[src/rtl/lm07_pkg.sv]
// lm07_pkg: shared constants and types for the LM07/LM70 3-wire SPI reader.
//   - frame width and the five trailing pad bits the sensor drives high
//   - slice indices for the integer and quarter-degree temperature fields
//   - FSM state encoding used by lm07_spi_reader
package lm07_pkg;

  localparam int         LM07_FRAME_BITS   = 16;
  localparam logic [4:0] LM07_PAD_MASK     = 5'h1F;

  // Temperature occupies the top of the frame; the low 5 bits are padding.
  localparam int         LM07_TEMP_MSB     = 15;
  localparam int         LM07_TEMP_INT_LSB = 7;   // [15:7] signed whole degrees
  localparam int         LM07_TEMP_QTR_LSB = 5;   // [15:5] signed quarter degrees
  localparam int         LM07_PAD_MSB      = 4;   // [4:0] padding

  typedef enum logic [2:0] {
    ST_IDLE,
    ST_SETUP,
    ST_SCK_HI,
    ST_SCK_LO,
    ST_HOLD,
    ST_GAP
  } lm07_state_e;

endpackage

[src/rtl/lm07_sck_divider.sv]
// lm07_sck_divider: half-period timer for the SPI serial clock.
//   clk          in   system clock
//   rst          in   synchronous active-high reset
//   i_restart    in   hold the counter at zero (asserted while the FSM idles)
//   o_phase_tick out  one-cycle pulse on the last cycle of every CLK_DIV-cycle phase
module lm07_sck_divider #(
  parameter int CLK_DIV = 4
) (
  input  logic clk,
  input  logic rst,
  input  logic i_restart,
  output logic o_phase_tick
);

  localparam int            CW   = (CLK_DIV > 1) ? $clog2(CLK_DIV) : 1;
  localparam logic [CW-1:0] LAST = CW'(CLK_DIV - 1);

  logic [CW-1:0] r_cnt;

  // Every FSM phase lasts exactly CLK_DIV cycles and changes state on the
  // tick, so free-running wrap keeps phases aligned once restart releases.
  always_ff @(posedge clk) begin
    if (rst || i_restart || (r_cnt == LAST)) begin
      r_cnt <= '0;
    end else begin
      r_cnt <= r_cnt + 1'b1;
    end
  end

  assign o_phase_tick = (r_cnt == LAST) && !i_restart;

endmodule

[src/rtl/lm07_spi_reader.sv]
// lm07_spi_reader: reads one 16-bit temperature frame from an LM07/LM70 sensor.
//   clk, rst    system clock, synchronous active-high reset
//   start       request a conversion (ignored while busy)
//   spi_cs_n    chip select to sensor, active low
//   spi_sck     serial clock to sensor, idle low
//   spi_sio     serial data from sensor (sensor updates on SCK fall)
//   busy        CS assertion through the CS-high guard time
//   data_valid  one-cycle pulse when raw_data/temp_c/frame_err update
//   raw_data    last complete frame, MSB first
//   temp_c      signed whole degrees C, raw_data[15:7]
//   frame_err   padding bits raw_data[4:0] were not all ones
// With AUTO_PERIOD > 0 a free-running timer also triggers conversions.
module lm07_spi_reader
  import lm07_pkg::*;
#(
  parameter int CLK_DIV     = 4,
  parameter int NBITS       = 16,
  parameter int AUTO_PERIOD = 0
) (
  input  logic        clk,
  input  logic        rst,
  input  logic        start,
  output logic        spi_cs_n,
  output logic        spi_sck,
  input  logic        spi_sio,
  output logic        busy,
  output logic        data_valid,
  output logic [15:0] raw_data,
  output logic [8:0]  temp_c,
  output logic        frame_err
);

  localparam int               CNT_W    = $clog2(NBITS + 1);
  localparam logic [CNT_W-1:0] CNT_LAST = CNT_W'(NBITS);

  lm07_state_e                r_state;
  logic                       r_cs_n;
  logic                       r_sck;
  logic                       r_busy;
  logic                       r_dv;
  logic                       r_cooldown;
  logic [CNT_W-1:0]           r_bit_cnt;
  logic [LM07_FRAME_BITS-1:0] r_shift;
  logic [LM07_FRAME_BITS-1:0] r_raw;
  logic [8:0]                 r_temp;
  logic                       r_err;

  logic w_tick;
  logic w_auto_tick;
  logic w_trigger;

  lm07_sck_divider #(
    .CLK_DIV (CLK_DIV)
  ) u_div (
    .clk          (clk),
    .rst          (rst),
    .i_restart    (r_state == ST_IDLE),
    .o_phase_tick (w_tick)
  );

  generate
    if (AUTO_PERIOD > 0) begin : g_auto
      localparam int            TW     = (AUTO_PERIOD > 1) ? $clog2(AUTO_PERIOD) : 1;
      localparam logic [TW-1:0] T_LAST = TW'(AUTO_PERIOD - 1);
      logic [TW-1:0] r_timer;

      // Runs regardless of FSM state so triggers stay on a fixed grid.
      always_ff @(posedge clk) begin
        if (rst || (r_timer == T_LAST)) begin
          r_timer <= '0;
        end else begin
          r_timer <= r_timer + 1'b1;
        end
      end
      assign w_auto_tick = (r_timer == T_LAST);
    end else begin : g_no_auto
      assign w_auto_tick = 1'b0;
    end
  endgenerate

  // The first idle cycle after a frame refuses triggers, so a held start
  // yields frames 34*CLK_DIV+2 cycles apart.
  assign w_trigger = (start || w_auto_tick) && !r_cooldown;

  always_ff @(posedge clk) begin
    if (rst) begin
      r_state    <= ST_IDLE;
      r_cs_n     <= 1'b1;
      r_sck      <= 1'b0;
      r_busy     <= 1'b0;
      r_dv       <= 1'b0;
      r_cooldown <= 1'b0;
      r_bit_cnt  <= '0;
      r_shift    <= '0;
      r_raw      <= '0;
      r_temp     <= '0;
      r_err      <= 1'b0;
    end else begin
      r_dv       <= 1'b0;
      r_cooldown <= 1'b0;
      case (r_state)
        ST_IDLE: begin
          if (w_trigger) begin
            r_cs_n    <= 1'b0;
            r_busy    <= 1'b1;
            r_bit_cnt <= '0;
            r_shift   <= '0;
            r_state   <= ST_SETUP;
          end
        end
        // SIO has been stable for a full phase when SCK rises, so sample here.
        ST_SETUP, ST_SCK_LO: begin
          if (w_tick) begin
            r_sck     <= 1'b1;
            r_shift   <= {r_shift[LM07_FRAME_BITS-2:0], spi_sio};
            r_bit_cnt <= r_bit_cnt + 1'b1;
            r_state   <= ST_SCK_HI;
          end
        end
        ST_SCK_HI: begin
          if (w_tick) begin
            r_sck   <= 1'b0;
            r_state <= (r_bit_cnt == CNT_LAST) ? ST_HOLD : ST_SCK_LO;
          end
        end
        ST_HOLD: begin
          if (w_tick) begin
            r_cs_n  <= 1'b1;
            r_dv    <= 1'b1;
            r_raw   <= r_shift;
            r_temp  <= r_shift[LM07_TEMP_MSB:LM07_TEMP_INT_LSB];
            r_err   <= (r_shift[LM07_PAD_MSB:0] != LM07_PAD_MASK);
            r_state <= ST_GAP;
          end
        end
        ST_GAP: begin
          if (w_tick) begin
            r_busy     <= 1'b0;
            r_cooldown <= 1'b1;
            r_state    <= ST_IDLE;
          end
        end
        default: r_state <= ST_IDLE;
      endcase
    end
  end

  assign spi_cs_n   = r_cs_n;
  assign spi_sck    = r_sck;
  assign busy       = r_busy;
  assign data_valid = r_dv;
  assign raw_data   = r_raw;
  assign temp_c     = r_temp;
  assign frame_err  = r_err;

endmodule
[config.mk]
export PLATFORM = sky130hd
export DESIGN_NAME = lm07_spi_reader
export DESIGN_NICKNAME = d
export VERILOG_FILES = /design/src/rtl/lm07_pkg.sv /design/src/rtl/lm07_sck_divider.sv /design/src/rtl/lm07_spi_reader.sv
export SDC_FILE = /design/constraint.sdc
export NUM_CORES = 1
export LEC_CHECK = 0
export ABC_CLOCK_PERIOD_IN_PS = 4630
export BUFFER_PORTS_ARGS = -buffer_cell sky130_fd_sc_hd__clkbuf_2
export CORE_ASPECT_RATIO = 2
export CORE_MARGIN = 10
export CORE_UTILIZATION = 40
export CTS_CLUSTER_DIAMETER = 80
export DETAILED_ROUTE_END_ITERATION = 8
export GPL_TIMING_DRIVEN = 1
export PLACE_DENSITY = 0.62
export SYNTH_ARGS = -nofsm -noshare
export SYNTH_HDL_FRONTEND = slang
export SYNTH_SLANG_ARGS = --single-unit
[constraint.sdc]
create_clock -name clk -period 4.63 [get_ports clk]
set_input_delay 0.2315 -clock clk [delete_from_list [all_inputs] [get_ports clk]]
set_output_delay 0.2315 -clock clk [all_outputs]
set_load 0.1 [all_outputs]
# After elaboration in Yosys (flattened, before gate mapping)
# Cells that the tools add are included.
[word_totals] regBits=57 word_cells=70 input_bits=4
[op_classes] eq_ne=13 n_addsub=2 n_reduce_logical=20 bitwise=2 muxes=21
[op_table] cell="$mux W16" count=2
[op_table] cell="$pmux W16 S2" count=1
[op_table] cell="$mux W3" count=6
[op_table] cell="$pmux W3 S5" count=1
[op_table] cell="$reduce_and A3 Y1" count=4
[op_table] cell="$mux W5" count=2
[op_table] cell="$pmux W5 S2" count=1
[op_table] cell="$ne A2 B1 Y1 const B" count=4
[op_table] cell="$reduce_bool A2 Y1" count=4
[op_table] cell="$eq A3 B2 Y1 const B" count=2
[op_table] cell="$eq A3 B3 Y1 const B" count=2
[op_table] cell="$pmux W1 S2" count=3
[op_table] cell="$reduce_or A2 Y1" count=3
[op_table] cell="$add A5 B1 Y5 const B" count=1
[op_table] cell="$eq A5 B5 Y1 const B" count=1
[op_table] cell="$mux W1" count=5
[op_table] cell="$ne A5 B5 Y1 const B" count=1
[op_table] cell="$reduce_and A5 Y1" count=1
[op_table] cell="$eq A3 B1 Y1 const B" count=1
[op_table] cell="$logic_not A3 Y1" count=1
[op_table] cell="$add A2 B1 Y2 const B" count=1
[op_table] cell="$eq A2 B2 Y1 const B" count=1
[op_table] cell="$logic_and A1 B1 Y1" count=2
[op_table] cell="$logic_not A1 Y1" count=2
[op_table] cell="4 further kinds" count=6

# Longest topological paths before layout
# Gate-level depths: netlist (run 1).
[logic_depth] ltp_word=5 mapped_depth=7 ltp_nobuf=5

# Cells and area by module
# A second synthesis (run 1) with hierarchy kept.
[hier_totals] cells_unflattened=169 hier_area_um2=1818.0
[modules_own_cells] module="lm07_spi_reader" n_inst=1 cells_per_inst=163 area_each_um2=1731.7 seq_area_each_um2=920.9
[modules_own_cells] module="lm07_sck_divider" n_inst=1 cells_per_inst=6 area_each_um2=86.3 seq_area_each_um2=40.0

# Worst setup path after synthesis (run 1)
# OpenSTA, ideal clock, no wires.
[synth_path] path_type="reg2out" startpoint="reg raw_data[7] (netlist name)" endpoint="out temp_c[0]" path_slack_ps=3025 path_stages_with_launch=2 path_buffers=1 t_arrival_ps=1374 t_required_ps=4398 cell_sequence="dfxtp_1 > buf_4"
[synth_lines] item="to (decl)" line="lm07_spi_reader.sv:29" text="output logic [8:0] temp_c,"

# Worst setup path in the final report (run 1)
[layout_path] startpoint="reg u_div.r_cnt[0]" endpoint="reg r_bit_cnt[3]"
[layout_between] elab_chain_len=4
[layout_rtl] item="from (decl)" line="lm07_sck_divider.sv:18" text="logic [CW-1:0] r_cnt;"
[layout_rtl] item="from (signal assigned)" line="lm07_sck_divider.sv:26" text="r_cnt <= r_cnt + 1'b1;"
[layout_rtl] item="$eq A2 B2 Y1" line="lm07_sck_divider.sv:30" text="assign o_phase_tick = (r_cnt == LAST) && !i_restart;"
[layout_rtl] item="$logic_and A1 B1 Y1" line="lm07_sck_divider.sv:30"
[layout_rtl] item="$ne A2 B1 Y1 (no source line)"
[layout_rtl] item="$reduce_and A3 Y1 (no source line)"
[layout_rtl] item="to (signal assigned)" line="lm07_spi_reader.sv:116" text="r_bit_cnt <= r_bit_cnt + 1'b1;"
[layout_rtl] item="to (decl)" line="lm07_spi_reader.sv:42" text="logic [CNT_W-1:0] r_bit_cnt;"
# Every way passes these cells.
# A chain may end at the register's enable or synchronous reset.

==> impl_metrics.json, run 1 <==
{
  "synth-compound-area-share_pct": 24.5,
  "setup.worst_path.end": "r_bit_cnt[3]$_SDFFE_PP0P_",
  "clock_tree.buffer_depth": 2,
  "power_density_mw_per_mm2": 337,
  "final_min_period_over_clock_period_pct": 44.9,
  "yosys.area_share.xor_xnor_pct": 0,
  "postCtsSetupBuffers": 0,
  "critPathKind": "reg -> reg",
  "cts_buffers": 5,
  "synth_cells": 215,
  "max_freq_ghz": 0.481,
  "net-switching-power_mw": 0.174,
  "cts_tree": "yes",
  "flow.area_growth_from_synthesis_pct": 8.96,
  "postSynthAreaPerCell_sq_um": 9.61,
  "n_fill_cell": 524,
  "rrSetupSlack_ns": 2.55,
  "placement.io_buffers": 33,
  "global_route.overflow_total": 0,
  "routedWlPerCell_um": 15.1,
  "yosys-mux-area-fraction_pct": 1.94,
  "p_int_mw": 0.586,
  "r2r_start": "u_div.r_cnt[0]$_SDFF_PP0_",
  "netSwitchingFraction_pct": 22.9,
  "routabilityCongestion": 0.723,
  "maxCapViolCount": 0,
  "drc": 0,
  "rsz0062_at_grt": "no",
  "report.final.hold_viol_count": 0,
  "multiInputGateArea_sq_um": 923,
  "max-slew-margin-rel_pct": 41.6,
  "critical_path.startpoint": "u_div.r_cnt[0]$_SDFF_PP0_",
  "grt_pass1_wl_mm": 7.39,
  "setup_viol": 0,
  "worst_setup_path_end_kind": "flop",
  "hpwlAfterDp_mm": 2.85,
  "ant_nets": 0,
  "area_of_the_mapped_netlist_sq_mm": 0.00207,
  "r2r.worst_path.cells": 4,
  "chipWidth_um": 70.8,
  "final_design_area_no_fill_sq_mm": 0.00225,
  "sequentialPowerShare_pct": 55.3,
  "ys_async_sr_fraction_pct": 0,
  "worst_skew_pair.late_latency_ns": 0.30,
  "htree_num_levels": 2,
  "synth.distinct_cells": 40,
  "nNetsFinal": 234,
  "drt_pass1_iterations": 4,
  "synth_area_leaders": "sky130_fd_sc_hd__dfxtp_1 46%, sky130_fd_sc_hd__a22o_1 6.4%, sky130_fd_sc_hd__a22oi_1 6.2%",
  "detailedRoute.firstIterationViolations": 72,
  "static-leakage-power_nw": 0.827,
  "start_kind": "flop",
  "ys_dominant_reg_cell": "sky130_fd_sc_hd__dfxtp_1",
  "regToRegEndpoint": "r_bit_cnt[3]$_SDFFE_PP0P_",
  "grt_max_degree": 38,
  "cell_at_the_root_of_the_clock_tree": "sky130_fd_sc_hd__clkbuf_8",
  "core_area_sq_mm": 0.00509,
  "vdd_ir_drop_max_v": 0.000184,
  "drt-vias-per-instance": 5.60,
  "initial_core_utilization_pct": 40.6,
  "holdWs_ns": 0.232,
  "crit_required_ns": 4.87,
  "top_level_ports": 34,
  "number_of_flops_mapped_to_enable_cells_by_yosys": 0,
  "arrival_ns": 2.32,
  "top_layer_used": "met4",
  "yosys.area.top_type": "sky130_fd_sc_hd__dfxtp_1",
  "critical-path-slowest-cell": "sky130_fd_sc_hd__nand2_1",
  "ctsResizeCount": 0,
  "pwr-share-comb_pct": 5.4,
  "outcome": "complete, no violations",
  "synth-simple-area-share_pct": 16.5,
  "cp_max_fo": 25,
  "final_period_minus_worst_setup_slack_ns": 2.08,
  "grt.total_usage_pct": 10.3,
  "post_dp_cell_area_sq_mm": 0.00214,
  "synth_sequential_area_ratio_pct": 46.5,
  "synth.net_count": 222,
  "route.vias.total": 1602,
  "yosys_reg_bits": 48,
  "pwr-share-clk_pct": 39.4,
  "dieHeight_um": 122,
  "maxSlewViolCount": 0,
  "synth_top_area_share_pct": 46.5,
  "synth.yosys.warnings": 0,
  "core.rowCount": 37,
  "tns_ns": 0,
  "synth_top_family_by_area": "compound AO/OA/AOI/OAI gates",
  "hold_fix_buffers_at_cts": 0,
  "max_slew.worst_pin.slew_ns": 0.873,
  "worst_setup_hold_path_clk_slew_ns": 0.08,
  "layout-drive-gt1-share_pct": 20.6,
  "worstHoldPathType": "in -> reg",
  "detailroute.wirelength.met3_um": 258,
  "fp.dieArea_sq_mm": 0.00862,
  "grt_pass1_vias": 1561,
  "area.sequential_sq_um": 961,
  "worst_clock_skew_ns": 0.00557,
  "antenna_cells": 0,
  "antenna_found_initial": 0,
  "clkSinkCount": 48,
  "met1_length_mm": 1.69,
  "wl_met2_mm": 2.27,
  "synthAdderAreaFrac_pct": 1.82,
  "worstPathCellList": "ha_1, nand2_1, a2111oi_4, mux2i_1",
  "route.final.wire_length_mm": 4.31,
  "critical_path.max_stage_delay_ns": 0.59
}
-- state kept, by name (all words and copies together) (netlist names), 2 cells and up --
register     cells
r_state          3
u_div.r_cnt      2
r_shift         16
raw_data        15
r_bit_cnt        5
-- cell type report --
cell class | count | area share [%]
Sequential cell | 48 | 42.7
Multi-Input combinational cell | 134 | 41.0
Timing Repair Buffer | 34 | 7.67
Clock buffer | 6 | 3.22
Tap cell | 58 | 3.22
Clock inverter | 2 | 1.56
Inverter | 4 | 0.667
-- cell families (layout without fill, tap and decap cells) --
family                   Yosys count  count (layout)
AO/OA/AOI/OAI                     74              74
adder cells (fa/ha/maj)            3               3
buffers and inverters             33              46
flip-flops                        48              48
multiplexers                       4               4
AND/OR/NAND/NOR                   53              53
-- critical path: cells and delay by family, from the launching register on --
family / cells / cell delay [ns]
AO/OA/AOI/OAI: 1 / 0.54
flip-flops: 1 / 0.34
adder cells (fa/ha/maj): 1 / 0.35
AND/OR/NAND/NOR: 1 / 0.59
multiplexers: 1 / 0.20
-- routing by layer --
metal	vias to the layer above	track usage [%]
met4	0	5.47
met3	7	3.42
met5	-	0
li1	803	-
met1	757	9.90
met2	35	18.6
-- cell usage in the layout (no fill, tap or decap), drive strengths merged --
cell / count
or3b: 1
o21ai: 11
nor3: 2
nor2b: 4
nand3b: 1
and3b: 1
a22o: 15
buf: 1
nor2: 7
a22oi: 17
a21oi: 24
mux2i: 4
inv: 4
and4: 1
clkbuf: 39
nor4: 2
a21o: 1
nor4bb: 1
nor3b: 1
and4bb: 1
nor4b: 1
clkinv: 1
nand2: 3
a31oi: 1
nand4b: 2
bufinv: 1
nand4bb: 1
nand2b: 5
or2: 1
a2111oi: 1
or4b: 1
dfxtp: 48
a211oi: 3
nand3: 17
o21bai: 1
ha: 3
-- Yosys cell counts (2+ instances only) --
master	number
sky130_fd_sc_hd__nand4b_1	2
sky130_fd_sc_hd__nor3_1	2
sky130_fd_sc_hd__clkbuf_1	9
sky130_fd_sc_hd__nand3_1	17
sky130_fd_sc_hd__buf_4	9
sky130_fd_sc_hd__o21ai_0	8
sky130_fd_sc_hd__a21oi_1	24
sky130_fd_sc_hd__nor2_1	6
sky130_fd_sc_hd__nand2b_1	5
sky130_fd_sc_hd__a211oi_1	3
sky130_fd_sc_hd__nand2_1	3
sky130_fd_sc_hd__a22o_1	15
sky130_fd_sc_hd__buf_2	8
sky130_fd_sc_hd__inv_1	4
sky130_fd_sc_hd__a22oi_1	17
sky130_fd_sc_hd__ha_1	3
sky130_fd_sc_hd__o21ai_1	3
sky130_fd_sc_hd__mux2i_1	4
sky130_fd_sc_hd__buf_6	2
sky130_fd_sc_hd__dfxtp_1	48
sky130_fd_sc_hd__nor2b_1	4
-- per-stage QoR --
step	power [mW]	util (%)	instances	setup WS [ns]
global route	0.787	44.2	286	2.32
global placement	0.471	42.1	278	2.60
detailed placement	0.471	42.1	278	2.55
floorplan	0.466	-	215	3.02
CTS	0.770	44.2	286	2.53
finish	0.760	44.2	286	2.55
-- power by group through the flow --
stage          sequential, mW  clock (mW)  combinational, mW
3_3_place_gp            0.430           0             0.0410
5_1_grt                 0.421       0.321             0.0453
4_1_cts                 0.420       0.308             0.0417
6_report                0.420       0.299             0.0409
2_1_floorplan           0.439           0             0.0275
3_5_place_dp            0.430           0             0.0416
-- worst min path at each step --
| stage | to | start | cells after the start |
|---|---|---|---|
| 2_1_floorplan | u_div.r_cnt[0]$_SDFF_PP0_ | u_div.r_cnt[0]$_SDFF_PP0_ | 1 |
| 3_3_place_gp | u_div.r_cnt[0]$_SDFF_PP0_ | u_div.r_cnt[0]$_SDFF_PP0_ | 1 |
| 3_5_place_dp | u_div.r_cnt[0]$_SDFF_PP0_ | u_div.r_cnt[0]$_SDFF_PP0_ | 1 |
| 4_1_cts | r_shift[0]$_SDFFE_PP0P_ | spi_sio | 3 |
| 5_1_grt | r_shift[0]$_SDFFE_PP0P_ | spi_sio | 3 |
| 6_report | r_shift[0]$_SDFFE_PP0P_ | spi_sio | 3 |
(Power assumes the default switching activity.)
==> inputs of run 2 (changes only) <==
--- a/config.mk
+++ b/config.mk
@@ -5,7 +5,7 @@
 export SDC_FILE = /design/constraint.sdc
 export NUM_CORES = 1
 export LEC_CHECK = 0
-export ABC_CLOCK_PERIOD_IN_PS = 4630
+export ABC_CLOCK_PERIOD_IN_PS = 2200
 export BUFFER_PORTS_ARGS = -buffer_cell sky130_fd_sc_hd__clkbuf_2
 export CORE_ASPECT_RATIO = 2
 export CORE_MARGIN = 10
==> constraint.sdc (replaced) <==
create_clock -name clk -period 2.2 [get_ports clk]
set_input_delay 0.11 -clock clk [delete_from_list [all_inputs] [get_ports clk]]
set_output_delay 0.11 -clock clk [all_outputs]
set_load 0.1 [all_outputs]
==> run 2 against run 1 <==
Net effect:
- clock power grew 90%
- sequential power grew 110%
- non-clock buffer count grew 9
- worst setup slack lost 2.0 ns
- die area is the same
- sequential cell count is the same
- critical path depth grew 1
- combinational power grew 140%
- global-route usage grew 0.49 points
- wire length grew 8.0%
==> impl_metrics.json, run 2 (synthesis results as in run 1) <==
{
  "outcome": "complete, no violations",
  "placement.io_buffers": 33,
  "pwr-share-clk_pct": 36.7,
  "drt-vias-per-instance": 5.56,
  "antenna_cells": 0,
  "clock_tree.buffer_depth": 2,
  "max_slew.worst_pin.slew_ns": 0.547,
  "route.vias.total": 1640,
  "tns_ns": 0,
  "htree_num_levels": 2,
  "fin_util_pct": 45.3,
  "layout_common_cells": "48 x sky130_fd_sc_hd__dfxtp_1, 33 x sky130_fd_sc_hd__clkbuf_2, 24 x sky130_fd_sc_hd__a21oi_1, 17 x sky130_fd_sc_hd__nand3_1, 17 x sky130_fd_sc_hd__a22oi_1",
  "power_density_mw_per_mm2": 669,
  "top_level_ports": 34,
  "vdd_ir_drop_max_v": 0.000481,
  "worst_setup_hold_path_clk_slew_ns": 0.09,
  "ant_nets": 0,
  "grt.total_usage_pct": 10.8,
  "place.detailed.instances": 287,
  "registers.top_by_ff_count": "r_shift",
  "global_route.overflow_total": 0,
  "worst_skew_pair.late_latency_ns": 0.31,
  "route.final.wire_length_mm": 4.65,
  "report.final.hold_viol_count": 0,
  "core_area_sq_mm": 0.00509,
  "clkSinkCount": 48,
  "post_dp_cell_area_sq_mm": 0.00221,
  "hpwlAfterDp_mm": 3.28,
  "fp.dieArea_sq_mm": 0.00862,
  "antenna_found_initial": 0,
  "arrival_ns": 1.90,
  "postCtsSetupBuffers": 0,
  "initial_core_utilization_pct": 40.6,
  "grt_max_degree": 31,
  "hold_fix_buffers_at_cts": 0,
  "routabilityCongestion": 0.784,
  "net-switching-power_mw": 0.386,
  "layout-drive-gt1-share_pct": 24.1,
  "max-slew-margin-rel_pct": 63.7,
  "worst_clock_skew_ns": 0.00390,
  "nNetsFinal": 243,
  "maxSlewViolCount": 0,
  "sequentialPowerShare_pct": 57.0,
  "pwr-share-comb_pct": 6.3,
  "detailedRoute.firstIterationViolations": 97,
  "flow.area_growth_from_synthesis_pct": 11.7,
  "rsz0062_at_grt": "no",
  "dieHeight_um": 122,
  "instances_no_fill": 295,
  "final_period_minus_worst_setup_slack_ns": 1.69,
  "drc": 0,
  "static-leakage-power_nw": 0.869,
  "p_int_mw": 1.16,
  "final_min_period_over_clock_period_pct": 76.8,
  "routedWlPerCell_um": 15.8,
  "grt_pass1_wl_mm": 7.57,
  "largest_register_ff_count": 16,
  "setup_viol": 0,
  "start_kind": "flop",
  "chipWidth_um": 70.8,
  "cts_buffers": 5,
  "grt_pass1_vias": 1563,
  "worstHoldPathType": "in -> reg",
  "crit_required_ns": 2.41,
  "cts_tree": "yes",
  "critPathKind": "reg -> reg",
  "netSwitchingFraction_pct": 25.0,
  "drt_pass1_iterations": 4,
  "worst_setup_path_end_kind": "flop",
  "cell_at_the_root_of_the_clock_tree": "sky130_fd_sc_hd__clkbuf_8",
  "maxCapViolCount": 0,
  "ctsResizeCount": 0,
  "core.rowCount": 37,
  "layout.cells.most_common": "sky130_fd_sc_hd__dfxtp_1",
  "cp_max_fo": 16,
  "max_freq_ghz": 0.592,
  "final_design_area_no_fill_sq_mm": 0.00231
}
-- run 2: changes by cell type in the layout (fill, tap and decap cells not counted), sizes merged --
cell / change
inv: +1
bufinv: -1
buf: +9
-- run 2: cell type report --
class	instances	area [sq um]
clock buffer	6	82.6
clock inverter	2	13.8
fill	512	2780
inverter	4	15.0
multi-input combinational	134	923
sequential	48	961
tap	58	72.6
timing repair buffer	43	240
-- run 2: worst max-delay path, stage by stage (launching register included) --
cell	delay (ns)
sky130_fd_sc_hd__dfxtp_1	0.35
sky130_fd_sc_hd__ha_1	0.37
sky130_fd_sc_hd__and4bb_2	0.38
sky130_fd_sc_hd__nor2_2	0.04
sky130_fd_sc_hd__buf_4	0.20
sky130_fd_sc_hd__a22o_1	0.24
-- run 2: power groups by stage --
stage / clock network [mW] / registers [mW] / logic (mW)
2_1_floorplan: 0 / 0.923 / 0.0580
3_3_place_gp: 0 / 0.899 / 0.0972
3_5_place_dp: 0 / 0.900 / 0.0984
4_1_cts: 0.581 / 0.879 / 0.0985
5_1_grt: 0.613 / 0.880 / 0.106
6_report: 0.567 / 0.879 / 0.0977
-- run 2: per-stage QoR --
| stage | total power [mW] | hold WS [ns] | worst slack, ns |
|---|---|---|---|
| 5_1_grt | 1.60 | 0.110 | 0.396 |
| 4_1_cts | 1.56 | 0.0906 | 0.505 |
| 2_1_floorplan | 0.981 | 0.308 | 0.666 |
| 3_5_place_dp | 0.998 | 0.419 | 0.513 |
| 3_3_place_gp | 0.996 | 0.414 | 0.549 |
| 6_report | 1.54 | 0.0861 | 0.511 |
-- run 2: metal layers --
layer,routed length (um),vias to the layer above,track usage [%]
li1,-,820,-
met1,1810,786,10.1
met2,2460,25,19.4
met3,254,9,3.58
met4,128,0,6.69
met5,0,-,0
-- run 2: worst paths after layout --
path,from,endpoint,slack (ns),depth (start not counted)
max,u_div.r_cnt[0]$_SDFF_PP0_,raw_data[11]$_SDFFE_PP0P_,0.51,5
min reg2reg,u_div.r_cnt[0]$_SDFF_PP0_,u_div.r_cnt[0]$_SDFF_PP0_,0.45,1
max reg2reg,u_div.r_cnt[0]$_SDFF_PP0_,raw_data[11]$_SDFFE_PP0P_,0.51,5
min,spi_sio,r_shift[0]$_SDFFE_PP0P_,0.09,3
